$ cat config.mk
export PLATFORM = sky130hd
export DESIGN_NAME = id_control
export DESIGN_NICKNAME = d
export VERILOG_FILES = /design/src/rtl/mips_pkg.sv /design/src/rtl/id_decode.sv /design/src/rtl/id_control.sv
export SDC_FILE = /design/constraint.sdc
export NUM_CORES = 1
export LEC_CHECK = 0
export CORE_MARGIN = 1
export CORE_UTILIZATION = 40
export DETAILED_ROUTE_END_ITERATION = 16
export PLACE_DENSITY_LB_ADDON = 0.3
export RECOVER_POWER = 25
export SETUP_SLACK_MARGIN = 0.4
export SLEW_MARGIN = 20
export SYNTH_ARGS = -nofsm -noshare
export SYNTH_HDL_FRONTEND = slang
export SYNTH_HIERARCHICAL = 1
export SYNTH_SLANG_ARGS = --single-unit
$ cat constraint.sdc
create_clock -name clk -period 2.4 [get_ports clk]
set_input_delay 0.36 -clock clk [delete_from_list [all_inputs] [get_ports clk]]
set_output_delay 0.36 -clock clk [all_outputs]
set_load 0.02 [all_outputs]
$ cat src/rtl/mips_pkg.sv
`default_nettype none
// ============================================================================
//  Module      : mips_pkg
//  Description : Shared MIPS decode constants and record types. Holds the
//                opcode map, the immediate-extension encodings and the
//                packed records passed between decode and the ID/EX stage.
//  Revision    : 1.0  initial release
// ============================================================================
package mips_pkg;

    // Primary opcodes, instr[31:26]
    localparam logic [5:0] OP_RTYPE = 6'h00;
    localparam logic [5:0] OP_BEQ   = 6'h04;
    localparam logic [5:0] OP_BNE   = 6'h05;
    localparam logic [5:0] OP_ADDI  = 6'h08;
    localparam logic [5:0] OP_ADDIU = 6'h09;
    localparam logic [5:0] OP_SLTI  = 6'h0A;
    localparam logic [5:0] OP_SLTIU = 6'h0B;
    localparam logic [5:0] OP_ANDI  = 6'h0C;
    localparam logic [5:0] OP_ORI   = 6'h0D;
    localparam logic [5:0] OP_XORI  = 6'h0E;
    localparam logic [5:0] OP_LUI   = 6'h0F;
    localparam logic [5:0] OP_LW    = 6'h23;
    localparam logic [5:0] OP_SW    = 6'h2B;

    // Immediate extension unit control: bit1 = lui placement, bit0 = signed.
    // 2'b11 is reserved and never produced.
    localparam logic [1:0] EXT_ZERO = 2'b00;
    localparam logic [1:0] EXT_SIGN = 2'b01;
    localparam logic [1:0] EXT_LUI  = 2'b10;

    // Output of the combinational decoder for the IF/ID instruction word.
    typedef struct packed {
        logic        known;        // opcode is one the pipeline implements
        logic [1:0]  ext_type;
        logic        alu_src_imm;
        logic        reg_write;
        logic        mem_read;
        logic        mem_write;
        logic        uses_rt;      // rt is a source operand (R-type, sw, beq, bne)
        logic [4:0]  dest_reg;
        logic [4:0]  rs;
        logic [4:0]  rt;
        logic [15:0] imm;
    } dec_t;

    // Contents of the ID/EX pipeline register. All-zero is the bubble.
    typedef struct packed {
        logic        valid;
        logic        alu_src_imm;
        logic        reg_write;
        logic        mem_read;
        logic        mem_write;
        logic        illegal;
        logic [4:0]  dest_reg;
        logic [1:0]  ext_type;
        logic [15:0] imm;
    } idex_t;

    // Opcode field of an instruction word.
    function automatic logic [5:0] opcode_of(input logic [31:0] word);
        return word[31:26];
    endfunction

endpackage : mips_pkg
`default_nettype wire

$ cat src/rtl/id_decode.sv
`default_nettype none
// ============================================================================
//  Module      : id_decode
//  Description : Purely combinational decode of the IF/ID instruction word
//                into ID/EX control fields, register indices and immediate.
//  Revision    : 1.0  initial release
// ============================================================================
module id_decode
    import mips_pkg::*;
(
    input  logic [31:0] instr,
    output dec_t        ctrl
);

    logic [5:0] opcode;
    logic [4:0] rt_field;
    logic [4:0] rd_field;

    assign opcode   = opcode_of(instr);
    assign rt_field = instr[20:16];
    assign rd_field = instr[15:11];

    // Opcode table: control bits, extension mode and destination selection
    always_comb begin
        ctrl      = '0;
        ctrl.rs   = instr[25:21];
        ctrl.rt   = rt_field;
        ctrl.imm  = instr[15:0];
        unique case (opcode)
            OP_RTYPE: begin
                ctrl.known     = 1'b1;
                ctrl.ext_type  = EXT_ZERO;
                ctrl.reg_write = 1'b1;
                ctrl.uses_rt   = 1'b1;
                ctrl.dest_reg  = rd_field;
            end
            OP_ADDI, OP_ADDIU, OP_SLTI, OP_SLTIU: begin
                ctrl.known       = 1'b1;
                ctrl.ext_type    = EXT_SIGN;
                ctrl.alu_src_imm = 1'b1;
                ctrl.reg_write   = 1'b1;
                ctrl.dest_reg    = rt_field;
            end
            OP_ANDI, OP_ORI, OP_XORI: begin
                ctrl.known       = 1'b1;
                ctrl.ext_type    = EXT_ZERO;
                ctrl.alu_src_imm = 1'b1;
                ctrl.reg_write   = 1'b1;
                ctrl.dest_reg    = rt_field;
            end
            OP_LUI: begin
                ctrl.known       = 1'b1;
                ctrl.ext_type    = EXT_LUI;
                ctrl.alu_src_imm = 1'b1;
                ctrl.reg_write   = 1'b1;
                ctrl.dest_reg    = rt_field;
            end
            OP_LW: begin
                ctrl.known       = 1'b1;
                ctrl.ext_type    = EXT_SIGN;
                ctrl.alu_src_imm = 1'b1;
                ctrl.reg_write   = 1'b1;
                ctrl.mem_read    = 1'b1;
                ctrl.dest_reg    = rt_field;
            end
            OP_SW: begin
                // Store: immediate address offset, rt is the data source
                ctrl.known       = 1'b1;
                ctrl.ext_type    = EXT_SIGN;
                ctrl.alu_src_imm = 1'b1;
                ctrl.mem_write   = 1'b1;
                ctrl.uses_rt     = 1'b1;
            end
            OP_BEQ, OP_BNE: begin
                // Branches compare rs against rt in the ALU; the sign-extended
                // offset goes to the branch adder, not the ALU operand mux.
                ctrl.known    = 1'b1;
                ctrl.ext_type = EXT_SIGN;
                ctrl.uses_rt  = 1'b1;
            end
            default: begin
                ctrl.known = 1'b0;
            end
        endcase
    end

endmodule : id_decode
`default_nettype wire

$ cat src/rtl/id_control.sv
`default_nettype none
// ============================================================================
//  Module      : id_control
//  Description : Instruction-decode stage control. Detects load-use hazards,
//                arbitrates flush / downstream stall / hazard / normal load,
//                owns the ID/EX pipeline register and a saturating count of
//                front-end stall cycles.
//  Revision    : 1.0  initial release
// ============================================================================
module id_control
    import mips_pkg::*;
#(
    parameter int CNT_W = 16
) (
    input  logic             clk,
    input  logic             rst_n,
    input  logic             instr_valid,
    input  logic [31:0]      instr,
    input  logic             ex_stall,
    input  logic             flush,
    output logic [1:0]       extension_type,
    output logic             stall_if,
    output logic             valid_q,
    output logic             alu_src_imm_q,
    output logic             reg_write_q,
    output logic             mem_read_q,
    output logic             mem_write_q,
    output logic [4:0]       dest_reg_q,
    output logic [1:0]       ext_type_q,
    output logic [15:0]      imm_q,
    output logic             illegal_q,
    output logic [CNT_W-1:0] stall_cycles
);

    dec_t             dec;
    idex_t            idex_q;
    idex_t            idex_next;
    logic             idex_hold;
    logic             load_use;
    logic [CNT_W-1:0] stall_cnt_q;

    id_decode u_decode (
        .instr (instr),
        .ctrl  (dec)
    );

    // A load currently in ID/EX produces its data too late for an instruction
    // in ID that reads the loaded register. $zero is never a real dependency,
    // and unknown opcodes read nothing, so neither can cause a stall.
    assign load_use = instr_valid
                    & idex_q.valid
                    & idex_q.mem_read
                    & (idex_q.dest_reg != 5'd0)
                    & dec.known
                    & ((dec.rs == idex_q.dest_reg)
                       | ((dec.rt == idex_q.dest_reg) & dec.uses_rt));

    // Flush wins over both stall sources; reset forces the front end to run.
    assign stall_if       = rst_n & ~flush & (ex_stall | load_use);
    assign extension_type = dec.ext_type;

    // Next ID/EX contents: bubble unless a valid, known instruction can advance
    always_comb begin
        idex_next = '0;
        idex_hold = 1'b0;
        if (flush) begin
            idex_next = '0;
        end else if (ex_stall) begin
            idex_hold = 1'b1;
        end else if (load_use || !instr_valid) begin
            idex_next = '0;
        end else if (!dec.known) begin
            idex_next.illegal = 1'b1;
        end else begin
            idex_next.valid       = 1'b1;
            idex_next.alu_src_imm = dec.alu_src_imm;
            idex_next.reg_write   = dec.reg_write;
            idex_next.mem_read    = dec.mem_read;
            idex_next.mem_write   = dec.mem_write;
            idex_next.dest_reg    = dec.dest_reg;
            idex_next.ext_type    = dec.ext_type;
            idex_next.imm         = dec.imm;
        end
    end

    // ID/EX pipeline register, held while the downstream stage is stalled
    always_ff @(posedge clk) begin
        if (!rst_n) begin
            idex_q <= '0;
        end else if (!idex_hold) begin
            idex_q <= idex_next;
        end
    end

    // Saturating stall-cycle counter
    always_ff @(posedge clk) begin
        if (!rst_n) begin
            stall_cnt_q <= '0;
        end else if (stall_if && (stall_cnt_q != {CNT_W{1'b1}})) begin
            stall_cnt_q <= stall_cnt_q + 1'b1;
        end
    end

    assign valid_q       = idex_q.valid;
    assign alu_src_imm_q = idex_q.alu_src_imm;
    assign reg_write_q   = idex_q.reg_write;
    assign mem_read_q    = idex_q.mem_read;
    assign mem_write_q   = idex_q.mem_write;
    assign illegal_q     = idex_q.illegal;
    assign dest_reg_q    = idex_q.dest_reg;
    assign ext_type_q    = idex_q.ext_type;
    assign imm_q         = idex_q.imm;
    assign stall_cycles  = stall_cnt_q;

endmodule : id_control
`default_nettype wire

Word level (Yosys, flattened, before mapping)
Cells that the tools add are included.
{"block": "totals", "wordCells": 64, "reg_bits": 45, "in_bits": 37, "output_inout_bits": 48}
{"block": "classes", "addsub": 1, "eq_ne": 15, "bitwise_logic": 11, "muxes": 16, "reduce_logical": 11}
{"operator": "two-way mux 29 bit", "count": 3}
{"operator": "equality test 6 x 4 -> 1 bit (second input constant)", "count": 8}
{"operator": "two-way mux 23 bit", "count": 1}
{"operator": "OR reduction 10 bit", "count": 2}
{"operator": "adder 16 x 1 -> 16 bit (second input constant)", "count": 1}
{"operator": "inequality test 16 bit (second input constant)", "count": 1}
{"operator": "OR reduction 13 bit", "count": 1}
{"operator": "equality test 6 x 3 -> 1 bit (second input constant)", "count": 2}
{"operator": "equality test 6 bit (second input constant)", "count": 2}
{"operator": "equality test 5 bit", "count": 2}
{"operator": "case mux 5 bit (2 select lines)", "count": 1}
{"operator": "two-way mux 1 bit", "count": 9}
{"operator": "OR reduction 9 bit", "count": 1}
{"operator": "bitwise AND 1 bit", "count": 8}
{"operator": "OR reduction 8 bit", "count": 1}
{"operator": "zero test 6 bit", "count": 1}
{"operator": "two-way mux 5 bit", "count": 1}
{"operator": "nonzero test 5 bit", "count": 1}
{"operator": "case mux 2 bit (2 select lines)", "count": 1}
{"operator": "OR reduction 4 bit", "count": 1}
{"operator": "OR 1 bit", "count": 2}
{"operator": "logical AND 1 bit", "count": 1}
{"operator": "zero test 1 bit", "count": 1}
{"operator": "logical OR 1 bit", "count": 1}
{"operator": "NOT 1 bit", "count": 1}

Longest topological paths before layout
Gate-level depths: netlist (run 1).
{"block": "logic_depth", "ltp_word": 10, "ltp_mapped": 10, "ltp_nobuf": 9}

Modules after synthesis
The synthesis (run 1) kept the hierarchy.
{"module": "id_control", "area_per_inst_um2": 1835.5, "cells_per_inst": 185, "seq_area_each_um2": 900.9, "instances": 1}
{"module": "id_decode", "area_per_inst_um2": 434.2, "cells_per_inst": 58, "seq_area_each_um2": 0.0, "instances": 1}

Least setup slack after synthesis (run 1)
No wires, ideal clock.
{"block": "synth_timing", "path_kind": "input-to-reg", "from": "input port instr[31]", "to": "register stall_cnt_q[11], in the netlist stall_cycles[11]", "path_buffers": 1, "slack_ns": -0.064, "arrival_ns": 2.394, "cell_stages": 9, "t_required_ns": 2.329, "path_cell_list": "buf_2 -> nand4b_1 -> a31oi_1 -> nand4_1 -> a21oi_1 -> o22ai_1 -> or4_4 -> or3_1 -> a21oi_1"}
{"element": "start, declared", "line": "id_control.sv:18", "source": "input logic [31:0] instr,"}
{"element": "end signal, assigned", "line": "id_control.sv:100", "source": "stall_cnt_q <= stall_cnt_q + 1'b1;"}
{"element": "end, declared", "line": "id_control.sv:40", "source": "logic [CNT_W-1:0] stall_cnt_q;"}

==> results of run 1 <==
## flip-flops by register name, summed over array words and instances (netlist names)
signal and cells:
mem_write_q 1, dest_reg_q 5, illegal_q 1, valid_q 1
alu_src_imm_q 1, ext_type_q 2, stall_cycles 16, reg_write_q 1
imm_q 16, mem_read_q 1
## cell usage in the layout (no fill, tap or decap), types with 3 or more instances in the layout
cell type / count
a21oi_1: 6
a21oi_2: 4
a22o_1: 31
and4_1: 3
buf_4: 33
buf_6: 14
clkbuf_8: 5
clkdlybuf4s50_1: 52
dfxtp_1: 44
dlygate4sd3_1: 23
inv_1: 9
mux2i_1: 6
nand2_1: 13
nand2b_1: 4
nand3_1: 7
nand3_2: 4
nand4_1: 5
nor2_1: 13
or3_4: 3
xnor2_1: 12
## critical path, stage by stage
cell,delay (ns)
buf_6,0.09
nand4b_1,0.20
buf_4,0.17
a2bb2oi_2,0.12
nor2_1,0.13
nand2_1,0.11
buf_6,0.13
o221a_4,0.21
or4_4,0.54
or3_4,0.34
a21oi_2,0.11
## synthesized netlist by cell type (all sizes together), types with 5 or more instances
cell type	number
nand3	11
or3	5
dfxtp	45
mux2i	6
inv	9
a22o	32
xnor2	14
nand2	14
a21oi	11
nand2b	5
nand4	5
nor2	16
buf	29
## per-layer routing
metal / GRT usage (%) / share of wire, % / up-vias
li1: - / - / 1070
met1: 23.6 / 42 / 1057
met2: 35.1 / 51 / 73
met3: 4.40 / 5.3 / 13
met4: 10.0 / 2.0 / 0
met5: 0 / 0 / -
## cell families (layout without fill, tap and decap cells)
kind of cell / after synthesis / in the layout
AO/OA/AOI/OAI: 58 / 58
XOR/XNOR: 14 / 14
adder cells (fa/ha/maj): 1 / 1
buffers and inverters: 42 / 145
flip-flops: 45 / 45
multiplexers: 6 / 6
AND/OR/NAND/NOR: 77 / 78
## final timing paths
kind                           end  slack [ns]  depth (start not counted)          start
setup / recovery  stall_cycles[11]        0.13                         11      instr[28]
hold / removal           imm_q[10]        0.48                          1      imm_q[10]
setup reg to reg  stall_cycles[11]        0.29                          6  dest_reg_q[0]
hold reg to reg          imm_q[10]        0.48                          1      imm_q[10]
## through the flow
stage          hold slack [ns]  total power [mW]  worst slack (ns)  instances
2_1_floorplan            0.489             0.870             0.138        243
3_3_place_gp             0.461             0.960            -0.562        395
3_5_place_dp             0.465             0.961            -0.701        395
4_1_cts                  0.488              1.44             0.169        417
5_1_grt                  0.495              1.50            0.0690        419
6_report                 0.479              1.44             0.134        419
## power by group through the flow
| stage | logic, mW | clock network [mW] | registers (mW) |
|---|---|---|---|
| 5_1_grt | 0.238 | 0.511 | 0.753 |
| 6_report | 0.222 | 0.465 | 0.753 |
| 4_1_cts | 0.207 | 0.480 | 0.752 |
| 3_3_place_gp | 0.190 | 0 | 0.770 |
| 2_1_floorplan | 0.0961 | 0 | 0.774 |
| 3_5_place_dp | 0.191 | 0 | 0.770 |
## what timing repair did
action | in CTS | in global routing
setup buffers | 12 | 2
pin swaps | 13 | 20
resized for setup | 43 | 36
gates cloned | 2 | 0
endpoints found under the setup margin | 46 | 46
## layout make-up
class,instances,share of cell area [%]
Inverter,9,0.931
Timing Repair Buffer,128,33.4
Clock inverter,3,0.483
Clock buffer,5,1.90
Multi-Input combinational cell,157,35.9
Tap cell,72,2.48
Sequential cell,45,24.9
==> summary.md, run 1 <==
| Metric | Value |
|---|---|
| Final Hold Viols | `0` |
| Wirelength, routed | `6.18 mm` |
| Max rail drop VDD | `0.249 mV` |
| FF+latch area | `902 um^2` |
| Max Clock Freq | `441 MHz` |
| NetSw | `365 uW` |
| Critical path type | `input pin to flip-flop` |
| Adder-cell area share of the yosys netlist | `0.551%` |
| Worst Hold Class | `flip-flop to flip-flop` |
| CP Data Arrival Time | `2.51 ns` |
| DR iter-0 viols | `59` |
| CP startpoint kind | `input pin` |
| # diodes | `0` |
| # IOs | `85` |
| Post-Syn Area | `2270 um^2` |
| CTS sink cnt | `45` |
| Routability cong. | `0.886` |
| Synthesized net count | `281` |
| HPWL Detailed | `4.02 mm` |
| CTS Buf Count | `5` |
| Worst-path clk slew | `0.09 ns` |
| Synth area leaders | `dfxtp_1 40%, a22o_1 12%, buf_4 8.6%` |
| Post-route ant nets | `0` |
| Final Net Count | `384` |
| Fillers | `467` |
| Sequential cell fraction of total power | `52.3%` |
| Share of layout cells above drive strength 1 | `27.4%` |
| Setup_tns | `0 ns` |
| Num rows | `27` |
| Tmin final | `2.27 ns` |
| Mean Syn Cell Area | `9.34 um^2` |
| RSZ-0062 raised after global routing | `true` |
| Cell Pwr Density | `397 nW/um^2` |
| CORE AREA | `5470 um^2` |
| Crit end category | `flip-flop` |
| Worst slew pin tran | `0.652 ns` |
| Initial antenna violation count | `0` |
| Via density | `5.28` |
| FFs w/ async S/R, synth | `0%` |
| Finished Core Util | `66.3%` |
| Layout Skew | `0.0148 ns` |
| Die Area | `5980 um^2` |
| Post-synth top area cell | `dfxtp_1` |
| Total gr overflow | `0` |
| Synth unique cells | `45` |
| Clk network pwr share | `32.3%` |
| Main combinational cell family by area after synthesis | `compound AO/OA/AOI/OAI gates` |
| Area occupied by multi-input gates | `1300 um^2` |
| Largest net degree at the start of global routing | `28` |
| Die X | `77.3 um` |
| Comb pwr share | `15.4%` |
| Outcome | `finished clean` |
| Root Driver | `clkbuf_8` |
| Post-synthesis compound-gate area fraction | `20.4%` |
| Post-Synthesis Cells | `243` |
| Yosys reg bits | `45` |
| Max FO, Critical Path | `3` |
| Vias | `2,213` |
| Post-route cell area | `3630 um^2` |
| Xor/xnor share of the synthesized area | `5.40%` |
| Relative slew slack | `56.5%` |
| Initial core utilization | `41.5%` |
| # DRC | `0` |
| Area after DPL | `3220 um^2` |
| IO buf count | `84` |
| Max cap viols | `0` |
| Hold Buf Count CTS | `0` |
| Switching share of power | `25.3%` |
| Post-synthesis sequential area ratio | `39.7%` |
| Leakage | `1.44 nW` |
| Worst Path Required | `2.64 ns` |
| Post-synth top area share | `39.7%` |
| Pint | `1.08 mW` |
| Fin. max-slew vios | `0` |
| Fin crit share | `94.4%` |
| Vias in the first global route | `2,100` |
| Synthesis Warnings | `6` |
| Routed len/inst | `14.8 um` |
| Area Overhead vs Synth | `59.8%` |
| First-pass GRT wire length | `9.57 mm` |
| All-Layer GR Usage | `20.4%` |
| CTS Buffer Depth | `2` |
| Clk_lat worst skew | `0.30 ns` |
| Htree depth | `2` |
| Setup violators final | `0` |
| Simple-gate portion of the synthesized area | `19.9%` |
| Mux cell area share after synthesis | `2.65%` |
| Post-synth EDFFs | `0` |
| Height of the chip | `77.3 um` |
| First-pass DRT Iterations | `4` |
| Ys flop type | `dfxtp_1` |
| CTS tree | `built` |
Power figures use the tool's default switching activity.
==> run 2, diff against run 1 <==
--- a/config.mk
+++ b/config.mk
@@ -7,6 +7,7 @@
 export LEC_CHECK = 0
 export CORE_MARGIN = 1
 export CORE_UTILIZATION = 40
+export CTS_CLUSTER_DIAMETER = 120
 export DETAILED_ROUTE_END_ITERATION = 16
 export PLACE_DENSITY_LB_ADDON = 0.3
 export RECOVER_POWER = 25
==> results of run 2 <==
The final DEF is identical to that of run 1; final timing and power are the same.
==> run 3, diff against run 2 <==
--- a/config.mk
+++ b/config.mk
@@ -5,6 +5,7 @@
 export SDC_FILE = /design/constraint.sdc
 export NUM_CORES = 1
 export LEC_CHECK = 0
+export ABC_AREA = 1
 export CORE_MARGIN = 1
 export CORE_UTILIZATION = 40
 export CTS_CLUSTER_DIAMETER = 120
@@ -12,8 +13,6 @@
 export PLACE_DENSITY_LB_ADDON = 0.3
 export RECOVER_POWER = 25
 export SETUP_SLACK_MARGIN = 0.4
-export SLEW_MARGIN = 20
 export SYNTH_ARGS = -nofsm -noshare
 export SYNTH_HDL_FRONTEND = slang
-export SYNTH_HIERARCHICAL = 1
 export SYNTH_SLANG_ARGS = --single-unit
==> run 3 against run 2 <==
Net effect: setup slack improved by 0.25 ns; via count rose by 24%; clock power rose by 23%; synthesized area rose by 7.8%; core utilization fell by 4.2 points; fmax rose by 13%; combinational power fell by 11%; sequential power barely moved; cell count rose by 24%.
==> summary.md, run 3 <==
| Metric | Value |
|---|---|
| Die X | `80.2 um` |
| Setup violators final | `0` |
| Mux cell area share after synthesis | `0%` |
| Non-filler cells, final | `519` |
| First-pass GRT wire length | `11.2 mm` |
| FF+latch area | `910 um^2` |
| Post-synth top area cell | `dfxtp_1` |
| # DRC | `0` |
| Fin. max-slew vios | `0` |
| Post-route cell area | `3680 um^2` |
| Via density | `5.27` |
| # diodes | `0` |
| Final Net Count | `481` |
| Relative slew slack | `63.3%` |
| Placed cells | `502` |
| CP startpoint kind | `input pin` |
| Num rows | `28` |
| Tmin final | `2.01 ns` |
| Commonest cells after routing, fill and taps aside | `80 x nand2_1, 47 x clkdlybuf4s50_1, 42 x a21oi_1` |
| Largest net degree at the start of global routing | `44` |
| DR iter-0 viols | `110` |
| CP Data Arrival Time | `1.65 ns` |
| Total gr overflow | `0` |
| RSZ-0062 raised after global routing | `true` |
| Crit end category | `output pin` |
| Simple-gate portion of the synthesized area | `37.3%` |
| Max cap viols | `0` |
| Post-Syn Area | `2450 um^2` |
| Clk_lat worst skew | `0.30 ns` |
| Area after DPL | `3450 um^2` |
| Share of layout cells above drive strength 1 | `15.1%` |
| Yosys reg bits | `45` |
| First-pass DRT Iterations | `4` |
| CTS tree | `built` |
| Critical path type | `input pin to output pin` |
| Synthesis Warnings | `0` |
| Fin Hold WS | `0.463 ns` |
| CORE AREA | `5920 um^2` |
| Top cells by instance count after synthesis | `81 x nand2_1, 45 x dfxtp_1, 44 x a21oi_1` |
| # IOs | `85` |
| Wirelength, routed | `7.09 mm` |
| Post-synthesis compound-gate area fraction | `10.6%` |
| Worst Hold Class | `flip-flop to flip-flop` |
| Most common cell after layout, fill and taps aside | `nand2_1` |
| Synth unique cells | `32` |
| Vias | `2,734` |
| FFs w/ async S/R, synth | `0%` |
| Worst Path Required | `2.04 ns` |
| Cell Pwr Density | `413 nW/um^2` |
| HPWL Detailed | `4.90 mm` |
| Initial core utilization | `41.3%` |
| Layout Skew | `0.00917 ns` |
| Xor/xnor share of the synthesized area | `7.88%` |
| IO buf count | `84` |
| Height of the chip | `80.2 um` |
| Area Overhead vs Synth | `50.3%` |
| Top-count cell post-synth | `nand2_1` |
| Setup_tns | `0 ns` |
| Fin crit share | `83.8%` |
| Adder-cell area share of the yosys netlist | `0.512%` |
| Worst-path clk slew | `0.08 ns` |
| Max FO, Critical Path | `2` |
| Post-synthesis sequential area ratio | `36.8%` |
| Die Area | `6430 um^2` |
| CTS sink cnt | `45` |
| Max Clock Freq | `497 MHz` |
| Post-synth top area share | `36.8%` |
| Root Driver | `clkbuf_8` |
| Vias in the first global route | `2,326` |
| Htree depth | `2` |
| Post-synth EDFFs | `0` |
| Main combinational cell family by area after synthesis | `simple AND/OR/NAND/NOR gates` |
| Mean Syn Cell Area | `7.15 um^2` |
| Outcome | `finished clean` |
| Post-route ant nets | `0` |
| Routed len/inst | `13.7 um` |
| Max rail drop VDD | `0.374 mV` |
| Total power | `1.52 mW` |
| Final Hold Viols | `0` |
| Fillers | `543` |
| Ys flop type | `dfxtp_1` |
| Initial antenna violation count | `0` |
| Worst slew pin tran | `0.551 ns` |
| Flop2flop setup slack | `0.44 ns` |
| All-Layer GR Usage | `22.3%` |
| CTS Buf Count | `5` |
| Synth area leaders | `dfxtp_1 37%, nand2_1 12%, a21oi_1 9.0%` |
| Post-Synthesis Cells | `342` |
| CTS Buffer Depth | `2` |
| Leakage | `1.45 nW` |
| Area occupied by multi-input gates | `1450 um^2` |
| Synthesized net count | `380` |
| Routability cong. | `0.851` |
==> run 3: routing by layer <==
layer / global-route usage [%] / vias up / share of wire [%]
met1: 28.8 / 1269 / 44
met3: 3.86 / 14 / 5.7
met4: 7.68 / 0 / 2.0
met5: 0 / - / 0
met2: 37.4 / 92 / 48
li1: - / 1359 / -
==> run 3: area by class of cell <==
class	count	share of cell area (%)
tap	75	2.55
sequential	45	24.7
clock buffer	6	1.97
clock inverter	2	1.06
timing repair buffer	109	28.1
multi-input combinational	261	39.4
inverter	21	2.14
==> run 3: repair_timing <==
action	4_1_cts	5_1_grt
gates cloned	1	1
buffers inserted	4	3
gates resized for setup	37	5
endpoints found under the setup margin	20	19
pin swaps	11	6
hold buffers	0	0
==> run 3: logic make-up after synthesis <==
group / Yosys count
flops: 45
compound gates: 51
buf+inv: 38
simple gates: 185
fa+ha+maj: 1
xor+xnor: 22
==> run 3: worst max-delay path: stages <==
cell             delay (ns)
clkdlybuf4s50_1        0.45
xor2_1                 0.16
nor2_1                 0.12
nand3_1                0.08
nand2_1                0.08
nand2_2                0.07
a21boi_2               0.15
buf_4                  0.16
==> run 3: per-stage QoR <==
step | worst slack [ns] | util (%)
finish | 0.388 | 62.1
global route | 0.310 | 62.1
CTS | 0.360 | 61.2
detailed placement | -0.285 | 58.2
global placement | -0.217 | 58.2
floorplan | 0.433 | -
==> run 3: final timing paths <==
| check | startpoint | to | depth (start not counted) |
|---|---|---|---|
| max | instr[19] | stall_if | 8 |
| min | imm_q[0] | imm_q[0] | 2 |
| max reg2reg | dest_reg_q[1] | stall_cycles[12] | 11 |
| min reg2reg | imm_q[0] | imm_q[0] | 2 |
==> run 3: power by group <==
part	total, mW	switching [mW]	leakage [nW]	internal, mW
registers	0.753	0.00368	0.366	0.749
clock network	0.570	0.257	0.0554	0.313
logic	0.197	0.103	1.03	0.0936
